===== config.mk =====
export PLATFORM = sky130hd
export DESIGN_NAME = instruction_loader
export DESIGN_NICKNAME = d
export VERILOG_FILES = /design/src/rtl/instruction_loader.sv
export SDC_FILE = /design/constraint.sdc
export NUM_CORES = 1
export LEC_CHECK = 0
export ABC_AREA = 1
export ABC_CLOCK_PERIOD_IN_PS = 2120
export CAP_MARGIN = 20
export CORE_MARGIN = 10
export CORE_UTILIZATION = 36
export DETAILED_ROUTE_END_ITERATION = 7
export PLACE_DENSITY = 0.57
export REMOVE_ABC_BUFFERS = 1
export SYNTH_ARGS = -nofsm -noshare
export SYNTH_HDL_FRONTEND = slang
export SYNTH_SLANG_ARGS = --single-unit

===== constraint.sdc =====
create_clock -name i_clk -period 2.12 [get_ports i_clk]
set_input_delay 0.424 -clock i_clk [delete_from_list [all_inputs] [get_ports i_clk]]
set_output_delay 0.424 -clock i_clk [all_outputs]
set_load 0.02 [all_outputs]

===== src/rtl/instruction_loader.sv =====
// instruction_loader: assembles MSB-first serial bytes from the debug UART
// into instruction words and issues single-cycle write strobes toward the
// fetch stage's instruction memory. A load ends on the halt word, on memory
// overflow, or on an inter-byte timeout within a partial word.
module instruction_loader #(
   parameter int unsigned WORD_SIZE_IN_BYTES = 4,
   parameter int unsigned MEM_SIZE_IN_WORDS  = 64,
   parameter logic [WORD_SIZE_IN_BYTES*8-1:0] HALT_INSTRUCTION = 32'hFFFF_FFFF,
   parameter int unsigned TIMEOUT_CYCLES     = 1000000,
   localparam int unsigned BUS_SIZE = WORD_SIZE_IN_BYTES * 8,
   localparam int unsigned CNT_W    = $clog2(MEM_SIZE_IN_WORDS) + 1
) (
   input  logic                i_clk,
   input  logic                i_reset,
   input  logic                i_start_load,
   input  logic                i_rx_valid,
   input  logic [7:0]          i_rx_data,
   input  logic                i_mem_full,
   output logic                o_write_mem,
   output logic [BUS_SIZE-1:0] o_instruction,
   output logic                o_busy,
   output logic                o_load_done,
   output logic                o_error,
   output logic [CNT_W-1:0]    o_word_count
);

   localparam int unsigned IDX_W = (WORD_SIZE_IN_BYTES > 1) ? $clog2(WORD_SIZE_IN_BYTES) : 1;
   localparam int unsigned TO_W  = $clog2(TIMEOUT_CYCLES + 1);

   localparam logic [IDX_W-1:0] IDX_ONE  = IDX_W'(1);
   localparam logic [IDX_W-1:0] IDX_LAST = IDX_W'(WORD_SIZE_IN_BYTES - 1);
   localparam logic [TO_W-1:0]  TO_ONE   = TO_W'(1);
   localparam logic [TO_W-1:0]  TO_LAST  = TO_W'(TIMEOUT_CYCLES - 1);
   localparam logic [CNT_W-1:0] CNT_ONE  = CNT_W'(1);
   localparam logic [CNT_W-1:0] CNT_MAX  = CNT_W'(MEM_SIZE_IN_WORDS);

   typedef enum logic [2:0] {
      IDLE,
      RECEIVE,
      WRITE,
      DONE,
      ERROR
   } state_t;

   state_t              state_q, state_d;
   logic [IDX_W-1:0]    idx_q, idx_d;
   logic [BUS_SIZE-1:0] shift_q, shift_d;
   logic [BUS_SIZE-1:0] instr_q, instr_d;
   logic [TO_W-1:0]     tcnt_q, tcnt_d;
   logic [CNT_W-1:0]    count_q, count_d;
   logic [BUS_SIZE-1:0] shifted;

   // New byte enters at the LSBs so the first byte ends up as the MSB.
   assign shifted = BUS_SIZE'({shift_q, i_rx_data});

   // State and datapath registers with synchronous reset.
   always_ff @(posedge i_clk) begin
      if (i_reset) begin
         state_q <= IDLE;
         idx_q   <= '0;
         shift_q <= '0;
         instr_q <= '0;
         tcnt_q  <= '0;
         count_q <= '0;
      end else begin
         state_q <= state_d;
         idx_q   <= idx_d;
         shift_q <= shift_d;
         instr_q <= instr_d;
         tcnt_q  <= tcnt_d;
         count_q <= count_d;
      end
   end

   // Next-state, datapath updates and state-decoded outputs.
   always_comb begin
      state_d     = state_q;
      idx_d       = idx_q;
      shift_d     = shift_q;
      instr_d     = instr_q;
      tcnt_d      = tcnt_q;
      count_d     = count_q;
      o_write_mem = 1'b0;
      o_busy      = 1'b0;
      o_load_done = 1'b0;
      o_error     = 1'b0;

      case (state_q)
         IDLE: begin
            if (i_start_load) begin
               state_d = RECEIVE;
               idx_d   = '0;
               shift_d = '0;
               tcnt_d  = '0;
               count_d = '0;
            end
         end

         RECEIVE: begin
            o_busy = 1'b1;
            if (i_rx_valid) begin
               shift_d = shifted;
               tcnt_d  = '0;
               if (idx_q == IDX_LAST) begin
                  instr_d = shifted;
                  idx_d   = '0;
                  state_d = WRITE;
               end else begin
                  idx_d = idx_q + IDX_ONE;
               end
            end else if (idx_q != '0) begin
               if (tcnt_q == TO_LAST) begin
                  state_d = ERROR;
                  idx_d   = '0;
                  tcnt_d  = '0;
               end else begin
                  tcnt_d = tcnt_q + TO_ONE;
               end
            end
         end

         WRITE: begin
            o_busy  = 1'b1;
            idx_d   = '0;
            shift_d = '0;
            tcnt_d  = '0;
            if (i_mem_full) begin
               state_d = ERROR;
            end else begin
               o_write_mem = 1'b1;
               if (count_q != CNT_MAX) begin
                  count_d = count_q + CNT_ONE;
               end
               if (instr_q == HALT_INSTRUCTION) begin
                  state_d = DONE;
               end else begin
                  state_d = RECEIVE;
                  // A byte arriving during the strobe starts the next word.
                  if (i_rx_valid) begin
                     idx_d   = IDX_ONE;
                     shift_d = BUS_SIZE'(i_rx_data);
                  end
               end
            end
         end

         DONE: begin
            o_load_done = 1'b1;
            if (i_start_load) begin
               state_d = RECEIVE;
               idx_d   = '0;
               shift_d = '0;
               tcnt_d  = '0;
               count_d = '0;
            end
         end

         ERROR: begin
            o_error = 1'b1;
            if (i_start_load) begin
               state_d = RECEIVE;
               idx_d   = '0;
               shift_d = '0;
               tcnt_d  = '0;
               count_d = '0;
            end
         end

         default: begin
            state_d = IDLE;
         end
      endcase
   end

   assign o_instruction = instr_q;
   assign o_word_count  = count_q;

endmodule


* Word level (Yosys, flattened, before mapping)
Cells that the tools add are included.
** Storage, ports and cells
- Flip-flop bits (word level) :: 88
- Latch bits :: 0
- Memory bits (writable) :: 0
- Memory bits (read-only) :: 0
- Bits of input ports :: 13
- Output and inout port bits :: 43
- Memories kept :: 0
** Operators by class
- Add/sub/neg operators :: 3
- Multiply operators :: 0
- Divide/modulo/power cells :: 0
- Magnitude comparators :: 0
- Equality and inequality tests :: 15
- Shift-type cells :: 0
- Muxes and demuxes :: 37
- Bitwise gates (word level) :: 0
- Reductions and logical operators :: 12
** Operators with widths (count)
- $mux 20 :: 4
- $pmux 24 s3 :: 1
- $pmux 20 s3 :: 1
- $mux 24 :: 2
- $eq 32x32->1 const B :: 1
- $mux 8 :: 3
- $mux 7 :: 3
- $add 20x1->20 const B :: 1
- $eq 20x20->1 const B :: 1
- $mux 3 :: 6
- $pmux 7 s2 :: 1
- $mux 2 :: 6
- $reduce_and 4->1 :: 3
- $ne 3x3->1 const B :: 3
- $pmux 3 s3 :: 1
- $reduce_and 3->1 :: 3
- $mux 1 :: 8
- $add 7x1->7 const B :: 1
- $ne 7x7->1 const B :: 1
- $eq 3x2->1 const B :: 2
- $ne 2x2->1 const B :: 3
- $pmux 2 s3 :: 1
- $reduce_bool 2->1 :: 2
- $eq 3x1->1 const B :: 1
- other kinds (8) :: 8

* Depth between registers and ports, before layout
- Depth after elaboration :: 5
- Gate-level depth with buffers :: 11
- Depth with buffers taken out :: 11

* Worst setup path after synthesis
Ideal clock, no wire load.
- Path type :: register to register
- From :: register tcnt_q[0]
- To :: register idx_q[0]
- Library setup time :: 132 ps
- Arrival :: 1462 ps
- Path slack :: 526 ps
- Cell stages (with the launch flop) :: 10
- Buffers on the path :: 1
- Clock period less this slack :: 1594 ps
- Cells stage by stage :: dfxtp_1 > ha_1 > inv_1 > nor3_1 > nand3_1 > nand2_1 > nand2_2 > buf_4 > nand2_1 > a21oi_1
** Between the ends
- Cells in the longest elaborated chain, start to end :: 3
** RTL lines
- start: declaration :: line 49 : logic [TO_W-1:0] tcnt_q, tcnt_d;
- start signal: assignment :: line 70 : tcnt_q <= tcnt_d;
- $eq 20x20->1 :: line 112 : if (tcnt_q == TO_LAST) begin
- $ne 3x3->1 (no source line)
- $reduce_and 4->1 (no source line)
- end signal: assignment :: line 67 : idx_q <= idx_d;
- end: declaration :: line 46 : logic [IDX_W-1:0] idx_q, idx_d;
No other way between the ends.
A chain may end at the register's enable or synchronous reset.

* Worst setup path after layout
- From :: register state_q[2]
- To :: output port o_error
** Between the ends
- Cells in the longest elaborated chain, start to end :: 2
** RTL lines
- start: declaration :: line 45 : state_t state_q, state_d;
- start signal: assignment :: line 66 : state_q <= state_d;
- $eq 3x3->1 :: line 88 : case (state_q)
- $mux 1 :: line 88
- end: declaration :: line 23 : output logic o_error,
No other way between the ends.

==> summary.txt <==
Placed design
  • Final GP Congestion: approximately 0.85
  • DP Wirelength: roughly 7.5 mm
  • DP Area: roughly 0.0049 mm²
  • IO Port Bufs: 55

Synth
  • Yosys top cell area share: 43.34%
  • Yosys cell types: 34
  • Number of synthesized flops with an enable pin: 0
  • Ranking of synthesized cells by area: dfxtp_1 43%, nor2_1 12%, nand2_1 12%, nand3_1 5.8%, o21ai_0 5.0%
  • Post-synth ARST share: 0%
  • Seq/Total Area, Yosys: a little over two fifths
  • Synth Warn #: 0
  • Cell taking the most area after synthesis: dfxtp_1
  • Most frequent cell after synthesis: nor2_1
  • Most used DFF post-synth: dfxtp_1
  • Cell count after synthesis: 594
  • List of most frequent post-synthesis cells: 131 x nor2_1, 128 x nand2_1, 88 x dfxtp_1
  • Yosys reg bits: 88
  • Mapped cell area: 0.004065 mm²
  • Post-Syn Area per Cell: 6.844 µm²

Global route
  • Gr ovfl total: 0
  • Vias in the first global route: 3762
  • Largest net degree at the start of global routing: 45
  • Met1 GRT Util: 17.20%
  • Met2 Track Usage GR: 21.59%
  • GRT Max-Usage Layer: met2
  • Gr usage total: 13.54%
  • Met3 Resource Use GR: 2.810%
  • Initial antenna violation count: 0
  • First-pass GRT wire length: approximately 18 mm

Worst setup path
  • Worst Path Buf+Inv: 3
  • Crit-path max FO: 3
  • Crit path capture type: output port
  • Crit path arrival time: between 1.5 and 2 ns
  • Crit path kind: reg2out
  • Slowest-stage cell, CP: clkdlybuf4s50_1
  • CP Launch Type: flip-flop
  • Worst path required time: ~1.7 ns
  • Cells along the critical path: inv_1, buf_4, nor2_1, clkdlybuf4s50_1
  • Top Family by Delay on Critical Path: buffers and inverters
  • Max stage delay on crit path: roughly 0.62 ns

Power
  • Int Power: 2.869 mW
  • Sw frac: roughly 29%
  • Worst vdd ir: 0.4012 mV
  • NetSw: ~1.2 mW
  • Clock share of power: 37.2%
  • Power per cell area: slightly below 800 mW/mm²
  • Comb pwr share: 18.9%
  • Sequential share of power: 43.8%
  • LEAKAGE: ~1.9 nW
  • Total power: a little over 4 mW

Route
  • DR DRC count: 0
  • Pre-antenna DRT Iters: 4
  • Vias per Instance: roughly 4.8
  • Drt initial violations: between 200 and 250
  • Post-Route WL: roughly 10 mm
  • Post-route ant nets: 0
  • Routed via count: slightly below 4000
  • WL per Instance: between 10 and 15 µm

Timing
  • Fmax: approximately 0.49 GHz
  • Hold Vio Cnt, Final: 0
  • Final period util: 96.13%
  • RSZ-0062 raised after global routing: no
  • Final hold slack: 0.4629 ns
  • Min cycle time layout: roughly 2.0 ns
  • Max-slew violation count: 0
  • Slew @ Worst Pin: 0.3603 ns
  • Setup Skew: ~0.0062 ns
  • Final setup violation count: 0
  • Worst slew margin: between 70% and 80%

Floorplan
  • Starting Density: a little under two fifths
  • IO Count: 56
  • Core box area: roughly 0.011 mm²
  • Die footprint: about 0.016 mm²
  • Die X: roughly 130 µm
  • Die H: about 130 µm
  • # rows: 38

Status
  • Outcome: complete, no violations

Clock network
  • H-tree Lvls: 3
  • Clk sinks: between 80 and 90
  • Setup Fix Bufs, Post-CTS: 0
  • CTS Root Cell: clkbuf_16
  • Clk buf depth: 2
  • Clk slew on worst S/H paths: approximately 0.060 ns
  • CTS tree: yes
  • # hold bufs at CTS: 0
  • Worst-skew pair later-pin latency: ~0.34 ns
  • Clock buffer count from CTS: 9

Worst hold path
  • Hold crit path type: reg2reg

Job
  • Total of max-cap violations: 0

Layout
  • Final Net Count: between 600 and 700
  • P&R area growth vs syn: 26.78%
  • Post-route cell area: a little over 0.005 mm²
  • Layout cells sized above 1: between 7 and 8%
  • Fillers: about 1100
  • N_diodes: 0
-- cell type report --
class	count	area, µm²	area share, %
tap	140	175.2	3.399
timing repair buffer	75	747.0	14.49
inverter	42	157.7	3.059
clock buffer	13	260.3	5.050
multi-input combinational	442	2027	39.33
clock inverter	3	25.02	0.4856
sequential	88	1762	34.18
-- power groups by stage --
stage | logic, mW | registers (mW) | clock network, mW
finish | 0.769 | 1.78 | 1.51
global route | 0.873 | 1.79 | 1.63
CTS | 0.782 | 1.78 | 1.55
detailed placement | 0.783 | 1.82 | 0
global placement | 0.771 | 1.81 | 0
floorplan | 0.437 | 1.82 | 0
-- layer usage --
metal	part of all wire, %	wire length [µm]	up-vias
li1	-	-	2042
met1	47	4940	1775
met2	47	4966	58
met3	3.9	414	10
met4	1.7	177	0
met5	0	0	-
-- path summary, 6_finish.rpt --
path	from	endpoint	slack, ns	cells after the start
worst max-delay path	state_q[2]	o_error	0.08	4
worst min-delay path	shift_q[18]	shift_q[18]	0.46	2
worst max register to register	tcnt_q[0]	idx_q[0]	0.26	9
worst min register to register	shift_q[18]	shift_q[18]	0.46	2
-- tightest hold or removal path, cell delays in order, from the launching register on --
cell	delay, ns
dfxtp_1	0.31
nand2_1	0.06
a21oi_1	0.05
-- state kept, by name, summed over array words and instances (netlist names) --
name / flops
tcnt_q: 20
idx_q: 2
state_q: 3
o_instruction: 32
o_word_count: 7
shift_q: 24
-- per-stage QoR --
step	cells	worst slack [ns]	utilization, %	setup TNS, ns
floorplan	572	0.1806	-	0
global placement	787	-0.08986	44.55	-0.08986
detailed placement	787	-0.07909	44.55	-0.07909
CTS	803	0.0006962	47.14	0
global route	803	0.02422	47.13	0
finish	803	0.08204	47.13	0
-- kinds of logic (layout without fill, tap and decap cells) --
| group | count (synthesis) | count (layout) | synth area share (%) |
|---|---|---|---|
| AOI/OAI and AO/OA | 92 | 92 | 11.94 |
| and+or+nand+nor | 342 | 342 | 35.73 |
| xor gates and xnor gates | 3 | 3 | 0.6465 |
| buffers and inverters | 64 | 133 | 6.802 |
| adders and majority gates | 5 | 5 | 1.539 |
| DFF | 88 | 88 | 43.34 |
-- cell usage in the layout, fill, tap and decap left out, types with 2 or more instances in the layout --
cell type,count
xor2_1,3
nand2_2,5
or2_2,2
o21ai_0,41
buf_12,4
dfxtp_1,88
o21ai_1,3
buf_4,16
nand2_1,128
ha_1,5
nand4_1,9
nor2_1,131
nand3_2,2
inv_1,40
clkbuf_16,9
a21oi_1,38
nand3_1,47
o21bai_1,6
clkdlybuf4s50_1,52
clkbuf_1,2
clkbuf_8,2
nor3_1,11
-- what timing repair did --
action                                 CTS  global route
endpoints found under the hold margin    0             0
setup endpoints to repair                2             2
resized for setup                        2             3
Power figures use the tool's default switching activity.
